### src/rtl/ntr_cmd_capture.sv
// NTR cartridge bus command capture: synchronises the raw bus pins, assembles
// CMD_BYTES command bytes MSB-first and flags short frames.
// Optional build macro NTR_CMD_GLITCH_FILTER_EN adds a 2-sample agreement
// filter on ntr_clk/ntr_cs1 with matching data delay (+2 cycles latency).
module ntr_cmd_capture #(
  parameter int unsigned SYNC_STAGES = 2,
  parameter int unsigned CMD_BYTES   = 8
) (
  input  logic        clk,
  input  logic        rst,
  input  logic        ntr_clk,
  input  logic        ntr_cs1,
  input  logic [7:0]  ntr_data,
  output logic [63:0] cmd,
  output logic        cmd_valid,
  output logic        frame_err,
  output logic [3:0]  byte_cnt,
  output logic        busy
);

  typedef enum logic [1:0] {
    WAIT_HIGH,
    IDLE,
    SHIFT,
    DONE
  } state_t;

  localparam logic [3:0]  LAST_CNT = 4'(CMD_BYTES);
  localparam int unsigned PAD_BITS = 8 * (8 - CMD_BYTES);

  logic [SYNC_STAGES-1:0] clk_sync;
  logic [SYNC_STAGES-1:0] cs_sync;
  logic [7:0]             data_sync [SYNC_STAGES];

  logic       s_clk;
  logic       s_cs;
  logic [7:0] s_data;
  logic       s_clk_d;
  logic       rise;

  state_t      state, state_nxt;
  logic [63:0] sr, sr_nxt;
  logic [63:0] cmd_nxt;
  logic [3:0]  cnt_nxt;
  logic        valid_nxt;
  logic        err_pend, err_pend_nxt;

  always_ff @(posedge clk or posedge rst) begin
    if (rst) begin
      clk_sync <= '0;
      cs_sync  <= '0;
      for (int unsigned i = 0; i < SYNC_STAGES; i++) data_sync[i] <= '0;
    end else begin
      clk_sync     <= {clk_sync[SYNC_STAGES-2:0], ntr_clk};
      cs_sync      <= {cs_sync[SYNC_STAGES-2:0], ntr_cs1};
      data_sync[0] <= ntr_data;
      for (int unsigned i = 1; i < SYNC_STAGES; i++) data_sync[i] <= data_sync[i-1];
    end
  end

`ifdef NTR_CMD_GLITCH_FILTER_EN
  logic       clk_prev, clk_flt;
  logic       cs_prev, cs_flt;
  logic [7:0] data_d1, data_d2;

  // Filtered level follows only after two consecutive samples disagree with it.
  always_ff @(posedge clk or posedge rst) begin
    if (rst) begin
      clk_prev <= 1'b0;
      clk_flt  <= 1'b0;
      cs_prev  <= 1'b0;
      cs_flt   <= 1'b0;
      data_d1  <= '0;
      data_d2  <= '0;
    end else begin
      clk_prev <= clk_sync[SYNC_STAGES-1];
      cs_prev  <= cs_sync[SYNC_STAGES-1];
      if (clk_sync[SYNC_STAGES-1] == clk_prev && clk_sync[SYNC_STAGES-1] != clk_flt)
        clk_flt <= clk_sync[SYNC_STAGES-1];
      if (cs_sync[SYNC_STAGES-1] == cs_prev && cs_sync[SYNC_STAGES-1] != cs_flt)
        cs_flt <= cs_sync[SYNC_STAGES-1];
      data_d1 <= data_sync[SYNC_STAGES-1];
      data_d2 <= data_d1;
    end
  end

  assign s_clk  = clk_flt;
  assign s_cs   = cs_flt;
  assign s_data = data_d2;
`else
  assign s_clk  = clk_sync[SYNC_STAGES-1];
  assign s_cs   = cs_sync[SYNC_STAGES-1];
  assign s_data = data_sync[SYNC_STAGES-1];
`endif

  assign rise = s_clk & ~s_clk_d;
  assign busy = (state == SHIFT) || (state == DONE);

  always_comb begin
    state_nxt    = state;
    sr_nxt       = sr;
    cmd_nxt      = cmd;
    cnt_nxt      = byte_cnt;
    valid_nxt    = 1'b0;
    err_pend_nxt = 1'b0;
    case (state)
      WAIT_HIGH: begin
        if (s_cs) begin
          state_nxt = IDLE;
          cnt_nxt   = '0;
          sr_nxt    = '0;
        end
      end
      IDLE: begin
        if (!s_cs) state_nxt = SHIFT;
      end
      SHIFT: begin
        // Completion is evaluated the cycle after the last byte lands; a cs1
        // rise coinciding with a clock edge discards that byte.
        if (byte_cnt == LAST_CNT) begin
          cmd_nxt   = sr << PAD_BITS;
          valid_nxt = 1'b1;
          state_nxt = DONE;
        end else if (s_cs) begin
          err_pend_nxt = (byte_cnt != '0);
          state_nxt    = IDLE;
          cnt_nxt      = '0;
          sr_nxt       = '0;
        end else if (rise) begin
          sr_nxt  = {sr[55:0], s_data};
          cnt_nxt = byte_cnt + 4'd1;
        end
      end
      DONE: begin
        if (s_cs) begin
          state_nxt = IDLE;
          cnt_nxt   = '0;
          sr_nxt    = '0;
        end
      end
      default: state_nxt = WAIT_HIGH;
    endcase
  end

  always_ff @(posedge clk or posedge rst) begin
    if (rst) begin
      state     <= WAIT_HIGH;
      s_clk_d   <= 1'b0;
      sr        <= '0;
      cmd       <= '0;
      byte_cnt  <= '0;
      cmd_valid <= 1'b0;
      err_pend  <= 1'b0;
      frame_err <= 1'b0;
    end else begin
      state     <= state_nxt;
      s_clk_d   <= s_clk;
      sr        <= sr_nxt;
      cmd       <= cmd_nxt;
      byte_cnt  <= cnt_nxt;
      cmd_valid <= valid_nxt;
      err_pend  <= err_pend_nxt;
      frame_err <= err_pend;
    end
  end

endmodule

### config.mk
export PLATFORM = sky130hd
export DESIGN_NAME = ntr_cmd_capture
export DESIGN_NICKNAME = d
export VERILOG_FILES = /design/src/rtl/ntr_cmd_capture.sv
export SDC_FILE = /design/constraint.sdc
export NUM_CORES = 1
export LEC_CHECK = 0
export CORE_ASPECT_RATIO = 0.9
export CORE_MARGIN = 2
export CORE_UTILIZATION = 42
export CTS_CLUSTER_SIZE = 25
export DETAILED_ROUTE_END_ITERATION = 12
export PLACE_DENSITY = 0.67
export SYNTH_ARGS = -nofsm -noshare
export SYNTH_HDL_FRONTEND = slang
export SYNTH_SLANG_ARGS = --single-unit
### constraint.sdc
create_clock -name clk -period 5.3 [get_ports clk]
set_input_delay 1.325 -clock clk [delete_from_list [all_inputs] [get_ports clk]]
set_output_delay 1.325 -clock clk [all_outputs]
set_load 0.02 [all_outputs]
# Yosys cells after proc, flatten, opt, wreduce, memory -nomap -nowiden
# Index checks and enable logic that the tools add are counted.
# classes
addsub	1
eq_ne	8
n_mux	19
bitwise	2
n_reduce_logical	7
# ops
cell	count
2-to-1 mux 64 bit	4
one-hot mux 64 bit (2 select lines)	1
2-to-1 mux 4 bit	4
one-hot mux 4 bit (2 select lines)	1
2-to-1 mux 2 bit	3
one-hot mux 2 bit (3 select lines)	1
2-to-1 mux 1 bit	5
adder 4 x 1 -> 4 bit, second input constant	1
== test 2 bit, second input constant	2
== test 4 bit, second input constant	1
!= test 2 bit, second input constant	2
AND reduction 4 bit	1
nonzero test 4 bit	1
!= test 3 bit, second input constant	1
== test 2 x 1 -> 1 bit, second input constant	1
logical NOT 2 bit	1
!= test 2 x 1 -> 1 bit, second input constant	1
AND reduction 2 bit	1
nonzero test 2 bit	1
OR reduction 2 bit	1
bitwise AND 1 bit	1
logical OR 1 bit	1
inverter 1 bit	1
# totals
regBits	158
input_bits	12

# Depth between registers and ports, before layout
# depth
ltp_word	6
depth_mapped	8
ltp_nobuf	5

# Worst setup path before layout
# Ideal clock, no wire load.
# synth_timing
path_type	reg2out
startpoint	register state[0]
endpoint	output busy
arrival_time_ns	0.993
required_ns	3.975
path_slack_ns	2.982
path_stages_with_launch	4
path_cell_list	dfrtp_1 > inv_1 > ha_1 > or2_2
# synth_between
elab_chain_len	2
# synth_rtl
item	line	source
start, declared	41	state_t state, state_nxt;
start signal, assigned	156	state <= state_nxt;
== test 2 bit	97	assign busy = (state == SHIFT) || (state == DONE);
logical OR 1 bit (*)	97	
end, declared	18	output logic busy
# Every way passes the cells marked *; elsewhere a longest branch is shown, timed or not.

# Final worst setup path
# Same ends and word-level chain as after synthesis.

==> flow_metrics.env <==
export IMPL_grt_use_met2_pct=24.0
export IMPL_placed_cells=797
export IMPL_crit_fanout=4
export IMPL_holdBufCountCts=0
export IMPL_num_nets_final=640
export IMPL_netlist_instances=547
export IMPL_rsz0062_at_grt="no"
export IMPL_status="complete, no violations"
export IMPL_grt_max_degree=80
export IMPL_dr_first_iter_drc_count=257
export IMPL_fin_tns_setup_ns=0
export IMPL_clk_latency_ns=0.42
export IMPL_worst_ep_arrival_time_ns=1.98
export IMPL_slew_headroom_pct=38.7
export IMPL_drcViolationCount=0
export IMPL_reg2reg_depth=6
export IMPL_n_fill_cell=1180
export IMPL_cts_tree="yes"
export IMPL_h_tree_depth=4
export IMPL_layout_cells_non_filler=829
export IMPL_clock_sinks=158
export IMPL_post_cts_resized=0
export IMPL_period_minus_slack_ns=3.30
export IMPL_vdd_drop_max_mv=0.327
export IMPL_grt_pass1_wl_microns=19600
export IMPL_p_leak_nw=3.36
export IMPL_routed_wl_microns=11800
export IMPL_die_area_sq_um=15500
export IMPL_yosys_top_cells_area="dfrtp_1 (65%), mux2i_1 (11%), nand2_1 (8.1%)"
export IMPL_diodes=0
export IMPL_grt_pass1_vias=3944
export IMPL_dp_hpwl_microns=7770
export IMPL_yosys_area_top_type_share_pct=64.9
export IMPL_post_cts_buffers=0
export IMPL_portBuffers=82
export IMPL_ant_nets=0
export IMPL_clock_path_buffers=2
export IMPL_p_per_area_nw_per_um2=420
export IMPL_hold_viol=0
export IMPL_ys_ff_latch=158
export IMPL_start_kind="register"
export IMPL_place_congestion=0.751
export IMPL_met3_usage_pct=5.48
export IMPL_die_w_microns=131
export IMPL_gr_usage_met1_pct=23.3
export IMPL_core_area_sq_um=14100
export IMPL_post_drt_wl_per_cell_microns=14.2
export IMPL_critPathKind="register to output port"
export IMPL_vias_per_cell=4.65
export IMPL_yosysUniqueCellTypes=30
export IMPL_min_path_type="register to register"
export IMPL_yosysSeqAreaShare_pct=64.9
export IMPL_finClkSkew_ns=0.00640
export IMPL_ys_warn_count=0
export IMPL_crit_required_ns=3.97
export IMPL_cts_buffers=17
export IMPL_via_count=3856
export IMPL_firstDrtPassIters=5
export IMPL_clk_pin_slew_worst_paths_ns=0.06
export IMPL_worstMarginPinSlew_ns=0.918
export IMPL_fmaxAchievable_mhz=303
export IMPL_rows=41
export IMPL_busiest_layer="met2"
export IMPL_setup_viol=0
export IMPL_initial_utilization_pct=43.2
export IMPL_hold_depth=0
export IMPL_min_period_over_period_pct=62.3
export IMPL_syn_nets=564
export IMPL_netlist_area_sq_um=6090
export IMPL_area_growth_pct=26.3
export IMPL_max_cap_viol_count=0
export IMPL_drive_gt1_share_pct=6.45
export IMPL_gr_total_overflow=0
export IMPL_cts_root_buf="clkbuf_16"
export IMPL_grt_usage_pct=16.4
export IMPL_synth_avg_cell_area_sq_um=11.1
export IMPL_slew_violations=0
export IMPL_antenna_found_initial=0
export IMPL_io_pins=83
export IMPL_endpoint_kind="output port"
export IMPL_synth_largest_area_cell="dfrtp_1"
export IMPL_die_h_microns=118
critical path, stage by stage (launching register included):
cell and delay [ns]:
dfrtp_1 0.40, inv_1 0.06, ha_1 0.27, or2_2 0.31
clkdlybuf4s50_1 0.53
final timing paths:
path	start	to	slack (ns)
min	data_sync[11]	s_data[3]	0.35
max reg2reg	byte_cnt[0]	sr[40]	2.25
max in group asynchronous	rst	sr[62]	2.88
max	state[0]	busy	2.00
min in group asynchronous	rst	frame_err	1.41
min reg2reg	data_sync[11]	s_data[3]	0.35
layer usage:
metal	vias up	wire, microns
li1	1909	-
met1	1849	5710
met2	84	5340
met3	14	598
met4	0	105
met5	-	0
cell usage in the layout (no fill, tap or decap), types with 2 or more instances in the layout:
cell type,instances
o2111ai_1,2
clkbuf_8,2
clkdlybuf4s50_1,82
bufinv_16,4
buf_4,4
clkinv_2,3
clkbuf_16,17
clkinvlp_4,2
a21oi_1,3
ha_1,5
mux2i_1,65
o21ai_1,64
inv_1,71
clkbuf_1,3
dfrtp_1,158
nand2_1,131
state kept, by name (all words and copies together) (netlist names):
name and cells:
state 2, clk_sync 2, s_clk_d 1, cmd_valid 1, cs_sync 2, data_sync 8
cmd 64, byte_cnt 4, sr 64, frame_err 1, err_pend 1, s_data 8
layout make-up:
| type | instances | area, sq um | area share (%) |
|---|---|---|---|
| Tap cell | 193 | 241 | 3.14 |
| Timing Repair Buffer | 87 | 871 | 11.3 |
| Clock inverter | 10 | 160 | 2.08 |
| Multi-Input combinational cell | 287 | 1730 | 22.5 |
| Clock buffer | 22 | 464 | 6.04 |
| Sequential cell | 158 | 3950 | 51.4 |
| Inverter | 72 | 274 | 3.56 |
synthesized netlist by cell type:
| library cell | instances |
|---|---|
| mux2i_1 | 65 |
| nand4b_2 | 1 |
| nor2_1 | 1 |
| a311o_1 | 1 |
| a21oi_1 | 3 |
| ha_1 | 5 |
| inv_1 | 72 |
| nor3b_2 | 1 |
| nand2_1 | 131 |
| buf_4 | 4 |
| o211a_1 | 1 |
| or2_2 | 1 |
| a22o_1 | 1 |
| or2_4 | 1 |
| clkbuf_1 | 10 |
| or3_1 | 1 |
| o221a_1 | 1 |
| nand3_1 | 1 |
| o21ai_1 | 64 |
| dfrtp_1 | 158 |
| mux2_1 | 1 |
| o2111ai_1 | 2 |
| nor4_1 | 1 |
| a32o_1 | 1 |
| nor3_1 | 1 |
| o221ai_1 | 1 |
| buf_1 | 4 |
| nor2b_1 | 1 |
| buf_2 | 9 |
| buf_6 | 3 |
stage by stage:
step	instance area, sq um	total power (W)	worst slack [ns]	hold WS (ns)	utilization [%]
CTS	7690	0.00326	1.97	0.349	54.5
global route	7690	0.00338	1.92	0.353	54.5
global placement	7070	0.00195	2.34	0.332	50.1
finish	7690	0.00323	2.00	0.347	54.5
floorplan	6090	0.00186	1.97	0.331	-
detailed placement	7070	0.00198	2.23	0.335	50.1
cells by family (layout without fill, tap and decap cells):
family                     after synthesis  count (layout)  share of synthesized area (%)
muxes                                   66              66                           10.9
AOI/OAI and AO/OA                       75              75                           6.76
DFF                                    158             158                           64.9
and+or+nand+nor                        141             141                           9.31
adders and majority gates                5               5                           1.03
buffers and inverters                  102             191                           7.09
where the power goes:
part	switching, W	leakage, nW	internal (W)	total (W)
Combinational	0.000382	0.900	0.000244	0.000626
Sequential	0.0000477	2.15	0.00128	0.00133
Clock	0.000466	0.304	0.000813	0.00128
Total	0.000895	3.36	0.00234	0.00323
(Power assumes the default switching activity.)
